`config.mk`:
```
export PLATFORM = sky130hd
export DESIGN_NAME = dmem_arbiter
export DESIGN_NICKNAME = d
export VERILOG_FILES = /design/src/rtl/dmem_arb_pkg.sv /design/src/rtl/arb_rr2.sv /design/src/rtl/dmem_arbiter.sv
export SDC_FILE = /design/constraint.sdc
export NUM_CORES = 1
export LEC_CHECK = 0
export CORE_AREA = 2 2 122 124
export DETAILED_ROUTE_END_ITERATION = 12
export DIE_AREA = 0 0 124 126
export GPL_ROUTABILITY_DRIVEN = 0
export PLACE_DENSITY_LB_ADDON = 0.08
export SYNTH_ARGS = -nofsm -noshare
export SYNTH_HDL_FRONTEND = slang
export SYNTH_SLANG_ARGS = --single-unit
```
`constraint.sdc`:
```
create_clock -name clk -period 4.5 [get_ports clk]
set_input_delay 0.45 -clock clk [delete_from_list [all_inputs] [get_ports clk]]
set_output_delay 0.45 -clock clk [all_outputs]
set_load 0.02 [all_outputs]
```
`src/rtl/dmem_arb_pkg.sv`:
```
// Shared types for the two-master data-memory arbiter: master indices and the
// per-master request bundle, sized for the widest configuration supported.
package dmem_arb_pkg;

    typedef enum logic {
        MST_CORE   = 1'b0,
        MST_LOADER = 1'b1
    } mst_e;

    localparam int DEFAULT_MAX_WAIT = 4;

    localparam int REQ_ADDR_W = 64;
    localparam int REQ_DATA_W = 64;
    localparam int REQ_BE_W   = REQ_DATA_W / 8;

    typedef struct packed {
        logic                  we;
        logic [REQ_BE_W-1:0]   be;
        logic [REQ_ADDR_W-1:0] addr;
        logic [REQ_DATA_W-1:0] wdata;
    } mem_req_t;

    function automatic mst_e gnt_owner(input logic [1:0] gnt);
        return gnt[1] ? MST_LOADER : MST_CORE;
    endfunction

endpackage

```
`src/rtl/arb_rr2.sv`:
```
// Two-way round-robin picker with M1 burst lock and a starvation break for M0.
// Produces a one-hot (or empty) grant vector purely from the current state.
module arb_rr2
    import dmem_arb_pkg::*;
(
    input  logic       i_en,
    input  logic [1:0] i_req,
    input  logic       i_lock,
    input  logic       i_wait_sat,
    input  mst_e       i_last,
    output logic [1:0] o_gnt
);

    logic w_break;

    assign w_break = i_lock && i_req[0] && i_wait_sat;

    // NOTE: o_gnt gets a default before any branch so no path leaves it unassigned (no latch).
    always_comb begin
        o_gnt = 2'b00;
        if (!i_en) begin
            o_gnt = 2'b00;
        end else if (w_break) begin
            o_gnt = 2'b01;
        end else if (i_lock && i_req[1]) begin
            o_gnt = 2'b10;
        end else if (i_req == 2'b01) begin
            o_gnt = 2'b01;
        end else if (i_req == 2'b10) begin
            o_gnt = 2'b10;
        end else if (i_req == 2'b11) begin
            o_gnt = (i_last == MST_CORE) ? 2'b10 : 2'b01;
        end
    end

endmodule

```
`src/rtl/dmem_arbiter.sv`:
```
// Shares the single dmem port between the core (M0) and the debug loader (M1),
// muxing the granted request onto memory and registering each master's read data.
module dmem_arbiter
    import dmem_arb_pkg::*;
#(
    parameter int ADDR_W   = 32,
    parameter int DATA_W   = 32,
    parameter int MAX_WAIT = DEFAULT_MAX_WAIT
) (
    input  logic                clk,
    input  logic                reset,

    input  logic                m0_req,
    input  logic                m0_we,
    input  logic [DATA_W/8-1:0] m0_be,
    input  logic [ADDR_W-1:0]   m0_addr,
    input  logic [DATA_W-1:0]   m0_wdata,
    output logic                m0_gnt,
    output logic                m0_rvalid,
    output logic [DATA_W-1:0]   m0_rdata,

    input  logic                m1_req,
    input  logic                m1_we,
    input  logic [DATA_W/8-1:0] m1_be,
    input  logic [ADDR_W-1:0]   m1_addr,
    input  logic [DATA_W-1:0]   m1_wdata,
    input  logic                m1_lock,
    output logic                m1_gnt,
    output logic                m1_rvalid,
    output logic [DATA_W-1:0]   m1_rdata,

    output logic                mem_we,
    output logic [DATA_W/8-1:0] mem_be,
    output logic [ADDR_W-1:0]   mem_addr,
    output logic [DATA_W-1:0]   mem_wd,
    input  logic [DATA_W-1:0]   mem_rd
);

    localparam int         BE_W     = DATA_W / 8;
    localparam logic [3:0] WAIT_SAT = 4'(MAX_WAIT);

    mem_req_t    w_m0;
    mem_req_t    w_m1;
    mem_req_t    w_sel;
    logic [1:0]  w_gnt;
    logic        w_any_gnt;
    logic        w_wait_sat;

    logic        r_lock;
    mst_e        r_last;
    logic [3:0]  r_wait;
    logic        r_m0_rvalid;
    logic        r_m1_rvalid;
    logic [DATA_W-1:0] r_m0_rdata;
    logic [DATA_W-1:0] r_m1_rdata;

    always_comb begin
        w_m0.we    = m0_we;
        w_m0.be    = REQ_BE_W'(m0_be);
        w_m0.addr  = REQ_ADDR_W'(m0_addr);
        w_m0.wdata = REQ_DATA_W'(m0_wdata);
        w_m1.we    = m1_we;
        w_m1.be    = REQ_BE_W'(m1_be);
        w_m1.addr  = REQ_ADDR_W'(m1_addr);
        w_m1.wdata = REQ_DATA_W'(m1_wdata);
    end

    assign w_wait_sat = (r_wait == WAIT_SAT);

    arb_rr2 u_arb (
        .i_en       (reset),
        .i_req      ({m1_req, m0_req}),
        .i_lock     (r_lock),
        .i_wait_sat (w_wait_sat),
        .i_last     (r_last),
        .o_gnt      (w_gnt)
    );

    assign w_any_gnt = |w_gnt;
    assign m0_gnt    = w_gnt[0];
    assign m1_gnt    = w_gnt[1];

    // The request path follows M0 whenever M1 is not the granted master.
    assign w_sel    = w_gnt[1] ? w_m1 : w_m0;
    assign mem_we   = w_any_gnt && w_sel.we;
    assign mem_be   = BE_W'(w_sel.be);
    assign mem_addr = ADDR_W'(w_sel.addr);
    assign mem_wd   = DATA_W'(w_sel.wdata);

    // NOTE: state registers use non-blocking assignments so every flop samples pre-edge values.
    always_ff @(posedge clk) begin
        if (!reset) begin
            r_last <= MST_LOADER;
            r_lock <= 1'b0;
        end else begin
            if (w_any_gnt) begin
                r_last <= gnt_owner(w_gnt);
            end
            if (w_gnt[1]) begin
                r_lock <= m1_lock;
            end else if (r_lock && (w_gnt[0] || !m1_req)) begin
                r_lock <= 1'b0;
            end
        end
    end

    always_ff @(posedge clk) begin
        if (!reset) begin
            r_wait <= 4'd0;
        end else if (m0_req && !w_gnt[0]) begin
            if (!w_wait_sat) begin
                r_wait <= r_wait + 4'd1;
            end
        end else begin
            r_wait <= 4'd0;
        end
    end

    // NOTE: read-data holders are ordinary flops, not a RAM, so they take the reset value.
    always_ff @(posedge clk) begin
        if (!reset) begin
            r_m0_rvalid <= 1'b0;
            r_m1_rvalid <= 1'b0;
            r_m0_rdata  <= '0;
            r_m1_rdata  <= '0;
        end else begin
            r_m0_rvalid <= w_gnt[0] && !m0_we;
            r_m1_rvalid <= w_gnt[1] && !m1_we;
            if (w_gnt[0] && !m0_we) begin
                r_m0_rdata <= mem_rd;
            end
            if (w_gnt[1] && !m1_we) begin
                r_m1_rdata <= mem_rd;
            end
        end
    end

    assign m0_rvalid = r_m0_rvalid;
    assign m0_rdata  = r_m0_rdata;
    assign m1_rvalid = r_m1_rvalid;
    assign m1_rdata  = r_m1_rdata;

endmodule

```
# [Yosys cells after proc, flatten, opt, wreduce, memory -nomap -nowiden]
# Cells that the tools add are included.
[op_classes] addsub=1 n_mul=0 div_mod_pow=0 n_lt_le_gt_ge=0 eq_ne=4 n_shift=0 mux=11 bitwise_logic=0 n_reduce_logical=16
[ops] op="137-bit 2-to-1 mux" count=1
[ops] op="2-bit 2-to-1 mux" count=7
[ops] op="1-bit logical AND" count=8
[ops] op="4-bit by 1-bit adder with 4-bit output (second input constant)" count=1
[ops] op="2-bit == test (second input constant)" count=2
[ops] op="4-bit by 3-bit == test with 1-bit output (second input constant)" count=1
[ops] op="1-bit logical NOT" count=4
[ops] op="1-bit 2-to-1 mux" count=3
[ops] op="2-bit by 1-bit == test with 1-bit output (second input constant)" count=1
[ops] op="2-bit AND reduction" count=1
[ops] op="2-bit nonzero test" count=1
[ops] op="2-bit OR reduction" count=1
[ops] op="1-bit logical OR" count=1
[word_totals] regBits=72 latch_bits=0 ram_bits=0 romBits=0 in_bits=175 elab_cells=39 memories=0

# [Logic depth before layout (Yosys ltp)]
# Gate-level depths: netlist of run 1.
[depth] word_depth=11 ltp_mapped=6 depth_no_buf=5

# [Cells and area by module]
# From an unflattened synthesis of run 1, not the netlist that was laid out.
[unflattened] hier_cells=397 area_unflattened_um2=3707.3
[modules_own_cells] mod="dmem_arbiter" n_inst=1 cells_each=392 area_each_um2=3674.8
[modules_own_cells] mod="arb_rr2" n_inst=1 cells_each=5 area_each_um2=32.5

# [Least setup slack after synthesis of run 1]
# OpenSTA, ideal clock, no wires.
[synth_path] path_kind="reg-to-output" startpoint="register r_wait[0]" endpoint="output mem_addr[10]" arrival_ps=1733 required_time_ps=4050 slack_ps=2317 path_stages_with_launch=7 cell_sequence="dfxtp_1 -> inv_1 -> ha_1 -> nand3b_2 -> o211ai_4 -> buf_4 -> mux2_2"
[synth_via] elab_chain_cells=5
[synth_lines] item="start, declared" line_no="dmem_arbiter.sv:51" source="logic [3:0] r_wait;"
[synth_lines] item="start signal, assigned" line_no="dmem_arbiter.sv:112" source="r_wait <= r_wait + 4'd1;"
[synth_lines] item="4-bit by 3-bit == test with 1-bit output" line_no="dmem_arbiter.sv:68" source="assign w_wait_sat = (r_wait == WAIT_SAT);"
[synth_lines] item="1-bit logical AND" line_no="arb_rr2.sv:16" source="assign w_break = i_lock && i_req[0] && i_wait_sat;"
[synth_lines] item="2-bit 2-to-1 mux" line_no="arb_rr2.sv:23" source="end else if (w_break) begin"
[synth_lines] item="2-bit 2-to-1 mux" line_no="arb_rr2.sv:21" source="if (!i_en) begin"
[synth_lines] item="137-bit 2-to-1 mux" line_no="dmem_arbiter.sv:84" source="assign w_sel = w_gnt[1] ? w_m1 : w_m0;"
[synth_lines] item="end, declared" line_no="dmem_arbiter.sv:34" source="output logic [ADDR_W-1:0] mem_addr,"
# Every way passes these cells.

# [Worst setup path after layout of run 1]
[layout_path] startpoint="register r_wait[0]" endpoint="output mem_addr[19]"
# Same word-level chain as after synthesis.

==> results of run 1 <==
## worst max path at each step
| stage | end | slack [ns] | cells past startpoint |
|---|---|---|---|
| floorplan | mem_addr[10] | 2.32 | 6 |
| global placement | mem_wd[31] | 1.07 | 6 |
| detailed placement | mem_addr[27] | 0.98 | 6 |
| CTS | mem_addr[27] | 0.88 | 7 |
| global route | mem_wd[31] | 0.74 | 7 |
| finish | mem_addr[19] | 0.92 | 7 |
## report_power, final
part	leakage, nW	internal, W	total (W)	switching [W]
Clock	0.145	0.000446	0.000724	0.000278
Sequential	0.586	0.000663	0.000676	0.0000132
Combinational	2.17	0.000326	0.000563	0.000237
Total	2.90	0.00144	0.00196	0.000528
## cells by family (layout without fill, tap and decap cells)
group | Yosys count | after routing | share of synthesized area (%)
and+or+nand+nor | 115 | 115 | 12.9
muxes | 134 | 134 | 38.7
buffers and inverters | 31 | 339 | 5.64
DFF | 72 | 72 | 39.1
adders and majority gates | 2 | 2 | 0.679
AOI/OAI and AO/OA | 9 | 9 | 2.68
xor gates and xnor gates | 1 | 1 | 0.238
## worst register-to-register path, stage by stage (launching register included)
cell and delay, ns:
dfxtp_1 0.33, inv_1 0.08, ha_1 0.24, nand3b_2 0.24, o2111ai_4 0.67, buf_4 0.48
mux2i_1 0.24
## metal layers
layer  GRT usage (%)  vias up  routed length (um)
met4            5.22        0                 298
li1                -     1842                   -
met5               0        -                   0
met3            8.38       21                1730
met2            31.0      170                6990
met1            22.4     1695                6290
## Yosys cell counts (2+ instances only)
cell type  number  share of area, %
nand2_1       100                10
nor2_1          3              0.31
nor2b_1         2              0.34
mux2i_1        66                18
dfxtp_1        72                39
a21oi_1         3              0.41
mux2_2         68                21
buf_6          11               3.4
buf_4           2              0.41
ha_1            2              0.68
inv_1           7              0.71
clkbuf_1        9              0.92
nand3_1         2              0.27
## area by class of cell
type / instances / area share, %
sequential: 72 / 20.0
tap: 184 / 3.20
inverter: 7 / 0.365
clock inverter: 6 / 0.939
multi-input combinational: 261 / 28.4
timing repair buffer: 316 / 43.7
clock buffer: 10 / 3.32
## cell usage in the layout (no fill, tap or decap), types with 2 or more instances in the layout
master,instances
nand2_1,100
nor2_1,3
clkdlybuf4s50_1,310
inv_1,7
clkinvlp_4,2
nand3_1,2
a21oi_1,3
clkbuf_16,9
mux2_2,68
dfxtp_1,72
buf_4,5
nor2b_1,2
mux2i_1,66
ha_1,2
## registers in the layout, indices dropped and copies added (netlist names)
| name | flops |
|---|---|
| m1_rvalid | 1 |
| r_lock | 1 |
| m0_rdata | 32 |
| r_last | 1 |
| m0_rvalid | 1 |
| m1_rdata | 32 |
| r_wait | 4 |
## stage by stage
stage / hold WS (ns) / total power (W)
global route: 0.468 / 0.00205
finish: 0.454 / 0.00196
CTS: 0.458 / 0.00199
global placement: 0.443 / 0.00125
floorplan: 0.518 / 0.000932
detailed placement: 0.447 / 0.00126
==> results_dict.tcl, run 1 <==
set metrics [dict create \
    maxClockFrequency_ghz 0.279 \
    insertion_delay_ns 0.32 \
    rr_endpoint "m1_rdata[16]" \
    syn2layout_area_growth_pct 95.3 \
    critical_path_buf_inv_count 3 \
    worstRegToRegCells 6 \
    fin_crit_ns 3.58 \
    grt_pass1_vias 3905 \
    ys_types 30 \
    skew_ns 0.00684 \
    synth-edff-count 0 \
    io_buffers 311 \
    first_pass_iters 4 \
    syn_area_mm2 0.00368 \
    synth.avg_cell_area_um2 10.1 \
    crit_path_max_fanout 34 \
    antenna_found_initial 0 \
    placed_cell_area_mm2 0.00689 \
    drv_slew 0 \
    tns_ns 0 \
    multi_input_area_mm2 0.00205 \
    core-area_mm2 0.0143 \
    p_leak_nw 2.90 \
    worst_slack_ns 0.915 \
    clock_path_buffers 2 \
    drive_above_1_share_pct 14.1 \
    hp-class "reg2reg" \
    grt_pass1_wl_mm 22.4 \
    io-pin-count 312 \
    pre_cts_ws_ns 0.978 \
    fin_crit_sh_pct 79.7 \
    synth-seq-cells 72 \
    fin_cells 856 \
    async_reset_ff_share_pct 0 \
    path_delay_family "buffers and inverters" \
    ys_seq_area_share_pct 39.1 \
    hpwl_mm 12.2 \
    fp.dieW_um 124 \
    stdcell_area_mm2 0.00720 \
    ctsHoldBuffers 0 \
    drt_wl_total_mm 15.3 \
    overflow 0 \
    path_cells "inv_1 > ha_1 > nand3b_2 > o211ai_4 > buf_4 > mux2_2 > clkdlybuf4s50_1" \
    rsz0062_at_grt "no" \
    clk_pin_slew_ns 0.06 \
    dp.cells 840 \
    cts_tree "built" \
    p_per_area_mw_per_mm2 273 \
    cts_root_buffer "clkbuf_16" \
    r2r_setup_slack_ns 2.15 \
    hold_violations 0 \
    synth_nets 541 \
    arrival_ns 3.13 \
    slowest_stage "clkdlybuf4s50_1" \
    die_y_um 126 \
    cts_max_level 3 \
    startpoint_type "flip-flop" \
    crit_required_ns 4.05 \
    postLayoutCoreUtil_pct 50.3 \
    critPathMaxStageDelay_ns 0.55 \
    die_area_mm2 0.0156 \
    cap_violations 0 \
    numCtsBuffers 9 \
    final_antenna_net_count 0 \
    cts_setup_buffers 0 \
    status "finished, final reports clean" \
    timing.rr.start "r_wait[0]" \
    drcViolationCount 0 \
    vias 3728 \
    nets 844 \
    worst_setup_path_end_kind "primary output" \
    grt_max_degree 99 \
    hold_path_end "m0_rdata[19]" \
    start_util_pct 25.7 \
    row_count 44 \
    tightest_slew_ns 0.952 \
    wl_per_cell_um 17.9 \
    hp-start "m0_rdata[19]" \
    n_antenna_cell 0 \
    cts_resized 0 \
    crit_path_start "r_wait[0]" \
    critical_path_class "reg2out" \
    n_fill_cell 1312 \
    grt_use_total_pct 18.9 \
    max_slew_margin_pct 36.5 \
    yosys_warnings 0 \
    synth_cells 364 \
    synthFlopType "dfxtp_1" \
    clkSinkCount 72 \
    final-setup-viol-count 0 \
    peakVddDrop_mv 0.177 \
    seqCellArea_mm2 0.00144 \
    vias_per_cell 4.36 \
    first_iter_violations 121 \
    min_path_cells 2 \
]
Note: power is estimated with default switching activity, not from simulation.
==> run 2, diff against run 1 <==
Settings changed: CORE_AREA 2 2 122 124 to 2 2 121 123, DIE_AREA 0 0 124 126 to 0 0 123 125.
Clock period 4.5 ns to 3.5 ns, I/O delays scaled along.
==> run 2 against run 1 <==
  * Power grew 27%
  * Combinational power grew 29%
  * Clock power grew 24%
  * Sequential cell count is the same
  * Via count grew 1.9%
  * Final area is essentially flat
  * Critical path type unchanged
  * Critical endpoint is now mem_wd[26]
==> results_dict.tcl, run 2 (synthesis gave the netlist of run 1 again) <==
set metrics [dict create \
    row_count 44 \
    core-area_mm2 0.0142 \
    clk_pin_slew_ns 0.05 \
    worstRegToRegCells 6 \
    cts_resized 0 \
    seqPwrFrac_pct 34.9 \
    io-pin-count 312 \
    met1_length_mm 6.20 \
    timing.rr.start "r_wait[0]" \
    pre_cts_ws_ns 0.527 \
    wl_met2_mm 7.47 \
    routed.top_layer "met4" \
    worst_slack_ns 0.357 \
    min_path_cells 4 \
    hpwl_mm 12.4 \
    final_cell_mix "clkdlybuf4s50_1 (303), nand2_1 (100), dfxtp_1 (72), mux2_2 (68), mux2i_1 (66)" \
    fp.dieW_um 123 \
    syn2layout_area_growth_pct 95.2 \
    startpoint_type "flip-flop" \
    final-setup-viol-count 0 \
    hold_path_end "m0_rvalid" \
    crit_path_max_fanout 53 \
    skew_ns 0.00375 \
    p_clk_share_pct 35.9 \
    grt_pass1_vias 3909 \
    first_iter_violations 92 \
    p_leak_nw 2.91 \
    clkSinkCount 72 \
    final_antenna_net_count 0 \
    r2r_setup_slack_ns 1.40 \
    fin_cells 857 \
    status "finished, final reports clean" \
    swShare_pct 26.3 \
    arrival_ns 2.79 \
    die_area_mm2 0.0154 \
    overflow 0 \
    final_common_cell "clkdlybuf4s50_1" \
    hold_violations 0 \
    cap_violations 0 \
    hp-class "in2reg" \
    postLayoutCoreUtil_pct 50.6 \
    vias 3797 \
    drcViolationCount 0 \
    numCtsBuffers 9 \
    io_buffers 311 \
    start_util_pct 25.9 \
    cts_max_level 3 \
    maxClockFrequency_ghz 0.318 \
    rsz0062_at_grt "no" \
    tns_ns 0 \
    worst_setup_path_end_kind "primary output" \
    first_pass_iters 4 \
    rr_endpoint "m1_rdata[27]" \
    drv_slew 0 \
    antenna_found_initial 2 \
    hp-start "reset" \
    cts_tree "built" \
    drive_above_1_share_pct 14.8 \
    p_per_area_mw_per_mm2 347 \
    max_slew_margin_pct 38.3 \
    cts_setup_buffers 0 \
    insertion_delay_ns 0.33 \
    nets 844 \
    crit_required_ns 3.15 \
    critical_path_class "reg2out" \
    p_comb_share_pct 29.2 \
    peakVddDrop_mv 0.219 \
    grt_pass1_wl_mm 22.4 \
    die_y_um 125 \
    fin_crit_ns 3.14 \
    intPower_w 0.00184 \
    vias_per_cell 4.43 \
    p_sw_w 0.000657 \
    clock_path_buffers 2 \
    fin_crit_sh_pct 89.8 \
    tightest_slew_ns 0.925 \
    dr_wl_met3_mm 1.65 \
    wl_per_cell_um 18.2 \
    cts_root_buffer "clkbuf_16" \
    grt_max_degree 98 \
    ctsHoldBuffers 0 \
    dp.cells 840 \
    drt_wl_total_mm 15.6 \
    grt_use_total_pct 19.5 \
]
[run 2: cell types whose count changed in the layout (fill, tap and decap cells not counted)]
cell	change
clkinvlp_4	-1
clkinv_4	-1
inv_6	-1
buf_4	+5
diode_2	+2
buf_12	+2
clkdlybuf4s50_1	-7
clkbuf_1	+2
[run 2: power groups by stage]
stage / sequential (W) / clock (W) / combinational [W]
floorplan: 0.000924 / 0 / 0.000275
CTS: 0.000870 / 0.000927 / 0.000736
global route: 0.000875 / 0.000957 / 0.000770
finish: 0.000870 / 0.000897 / 0.000729
detailed placement: 0.000888 / 0 / 0.000732
global placement: 0.000886 / 0 / 0.000726
[run 2: worst max-delay path, stage by stage (launching register included)]
cell and delay, ns:
dfxtp_1 0.33, inv_1 0.08, ha_1 0.22, nand3b_2 0.22, o211ai_4 0.32, buf_12 0.29
mux2_2 0.37, clkdlybuf4s50_1 0.57
[run 2: per-stage QoR]
stage               cell area [um^2]  hold WS (ns)  power (W)
global route                    7190         0.455    0.00260
floorplan                       3680         0.422    0.00120
CTS                             7190         0.425    0.00253
detailed placement              6900         0.449    0.00162
global placement                6900         0.444    0.00161
finish                          7190         0.441    0.00250
[run 2: worst max-delay path by stage]
stage / startpoint / slack [ns] / to / cells past startpoint
finish: r_wait[0] / 0.36 / mem_wd[26] / 7
global route: r_wait[0] / 0.25 / mem_wd[26] / 7
CTS: r_wait[0] / 0.34 / mem_wd[26] / 7
detailed placement: m0_req / 0.53 / mem_wd[26] / 6
global placement: m0_req / 0.58 / mem_wd[26] / 6
floorplan: r_wait[0] / 1.42 / mem_addr[10] / 6
[run 2: cell type report]
type                       count  area (um^2)
antenna                        2         5.00
multi-input combinational    261         2050
sequential                    72         1440
fill                        1313         7010
clock buffer                  12          246
inverter                       7         26.3
tap                          184          230
clock inverter                 3         42.5
timing repair buffer         316         3150
[run 2: routing by layer]
layer | up-vias | GRT usage (%)
li1 | 1847 | -
met1 | 1768 | 22.4
met2 | 165 | 32.9
met3 | 17 | 7.94
met4 | 0 | 6.28
met5 | - | 0
==> run 3, diff against run 2 <==
Settings changed: CTS_BUF_LIST set to sky130_fd_sc_hd__clkbuf_4 sky130_fd_sc_hd__clkbuf_8 sky130_fd_sc_hd__clkbuf_16, SKIP_CTS_REPAIR_TIMING set to 1.
==> run 3 against run 2 <==
  * Routed wire length about the same
  * Sequential cell count unchanged
  * Worst setup slack about the same
  * Register-to-register slack about the same
  * Sequential share of layout area about the same
  * Non-clock buffer count unchanged
  * Maximum frequency about the same
  * Clock power increased by 2%
  * Critical path type unchanged
  * Critical endpoint unchanged
  * Largest power group unchanged
==> results_dict.tcl, run 3 (synthesis gave the netlist of run 1 again) <==
set metrics [dict create \
    r2r_setup_slack_ns 1.40 \
    nets 844 \
    tightest_slew_ns 0.939 \
    worstRegToRegCells 6 \
    fin_crit_sh_pct 89.8 \
    numCtsBuffers 9 \
    path_delay_family "buffers and inverters" \
    intPower_w 0.00185 \
    critical_path_class "reg2out" \
    fin_crit_ns 3.14 \
    vias 3796 \
    final_antenna_net_count 0 \
    vias_per_cell 4.43 \
    cts_max_level 3 \
    start_util_pct 25.9 \
    hp-start "reset" \
    drt_wl_total_mm 15.6 \
    clkSinkCount 72 \
    drv_slew 0 \
    final_cell_mix "clkdlybuf4s50_1 (303), nand2_1 (100), dfxtp_1 (72), mux2_2 (68), mux2i_1 (66)" \
    p_sw_w 0.000658 \
    maxClockFrequency_ghz 0.318 \
    hold_violations 0 \
    crit_required_ns 3.15 \
    skew_ns 0.00486 \
    clock_path_buffers 2 \
    syn2layout_area_growth_pct 95.4 \
    critical_path_buf_inv_count 3 \
    peakVddDrop_mv 0.219 \
    startpoint_type "flip-flop" \
    timing.rr.start "r_wait[0]" \
    first_pass_iters 4 \
    io_buffers 311 \
    seqPwrFrac_pct 34.6 \
    core-area_mm2 0.0142 \
    p_clk_share_pct 36.4 \
    swShare_pct 26.2 \
    grt_max_degree 98 \
    hold_path_end "m0_rvalid" \
    p_leak_nw 2.92 \
    critPathMaxStageDelay_ns 0.57 \
    final-setup-viol-count 0 \
    tns_ns 0 \
    arrival_ns 2.79 \
    grt_pass1_vias 3910 \
    final_common_cell "clkdlybuf4s50_1" \
    io-pin-count 312 \
    fp.dieW_um 123 \
    fin_cells 857 \
    drive_above_1_share_pct 15.1 \
    hpwl_mm 12.4 \
    cap_violations 0 \
    cts_tree "built" \
    row_count 44 \
    p_per_area_mw_per_mm2 349 \
    grt_pass1_wl_mm 22.4 \
    path_cells "inv_1 > ha_1 > nand3b_2 > o211ai_4 > buf_12 > mux2_2 > clkdlybuf4s50_1" \
    dp.cells 840 \
    status "finished, final reports clean" \
    drcViolationCount 0 \
    p_comb_share_pct 29.0 \
    min_path_cells 4 \
    crit_path_max_fanout 53 \
    rr_endpoint "m1_rdata[27]" \
    wl_per_cell_um 18.2 \
    max_slew_margin_pct 37.4 \
    antenna_found_initial 2 \
    slowest_stage "clkdlybuf4s50_1" \
    grt_use_total_pct 19.5 \
    insertion_delay_ns 0.33 \
    rsz0062_at_grt "no" \
    die_area_mm2 0.0154 \
    worst_setup_path_end_kind "primary output" \
    first_iter_violations 93 \
    overflow 0 \
    clk_pin_slew_ns 0.05 \
    hp-class "in2reg" \
    die_y_um 125 \
    cts_root_buffer "clkbuf_16" \
]
==> run 3: cell counts in the layout (fill, tap and decap cells not counted) <==
Identical to the previous run, type by type.
==> run 3: stage by stage <==
step	utilization, %	area (um^2)	setup WS [ns]	hold slack, ns	total power, W
final	50.7	7200	0.357	0.441	0.00251
after global routing	50.7	7200	0.248	0.455	0.00262
after CTS	50.6	7190	0.345	0.425	0.00255
after detailed placement	48.6	6900	0.527	0.449	0.00162
after floorplan	-	3680	1.42	0.422	0.00120
after global placement	48.6	6900	0.578	0.444	0.00161
==> run 3: how the worst max path moves through the flow <==
stage,from,end,slack [ns],depth (start not counted)
floorplan,r_wait[0],mem_addr[10],1.42,6
global placement,m0_req,mem_wd[26],0.58,6
detailed placement,m0_req,mem_wd[26],0.53,6
CTS,r_wait[0],mem_wd[26],0.34,7
global route,r_wait[0],mem_wd[26],0.25,7
finish,r_wait[0],mem_wd[26],0.36,7
==> run 3: power groups by stage <==
stage	Sequential [W]	Combinational [W]	Clock (W)
finish	0.000870	0.000729	0.000914
global route	0.000875	0.000770	0.000972
CTS	0.000870	0.000736	0.000943
detailed placement	0.000888	0.000732	0
global placement	0.000886	0.000726	0
floorplan	0.000924	0.000275	0
==> run 3: cell type report <==
| type | count | area, um^2 |
|---|---|---|
| clock inverters | 3 | 42.5 |
| inverters | 7 | 26.3 |
| fillers | 1312 | 7010 |
| repair buffers | 316 | 3150 |
| diodes | 2 | 5.00 |
| multi-input cells | 261 | 2050 |
| clock buffers | 12 | 254 |
| well taps | 184 | 230 |
| flip-flops and latches | 72 | 1440 |
==> run 3: per-layer routing <==
layer / part of all wire [%] / up-vias / wire [um] / track usage, %
met5: 0 / - / 0 / 0
met4: 1.6 / 0 / 250 / 6.28
met3: 11 / 17 / 1650 / 7.94
met2: 48 / 167 / 7480 / 32.9
met1: 40 / 1765 / 6190 / 22.4
li1: - / 1847 / - / -
==> run 3: worst min-delay path, cell delays in order <==
cell and delay [ns]:
buf_2 0.11, nand2_1 0.06, a31oi_1 0.06, nor2b_1 0.13
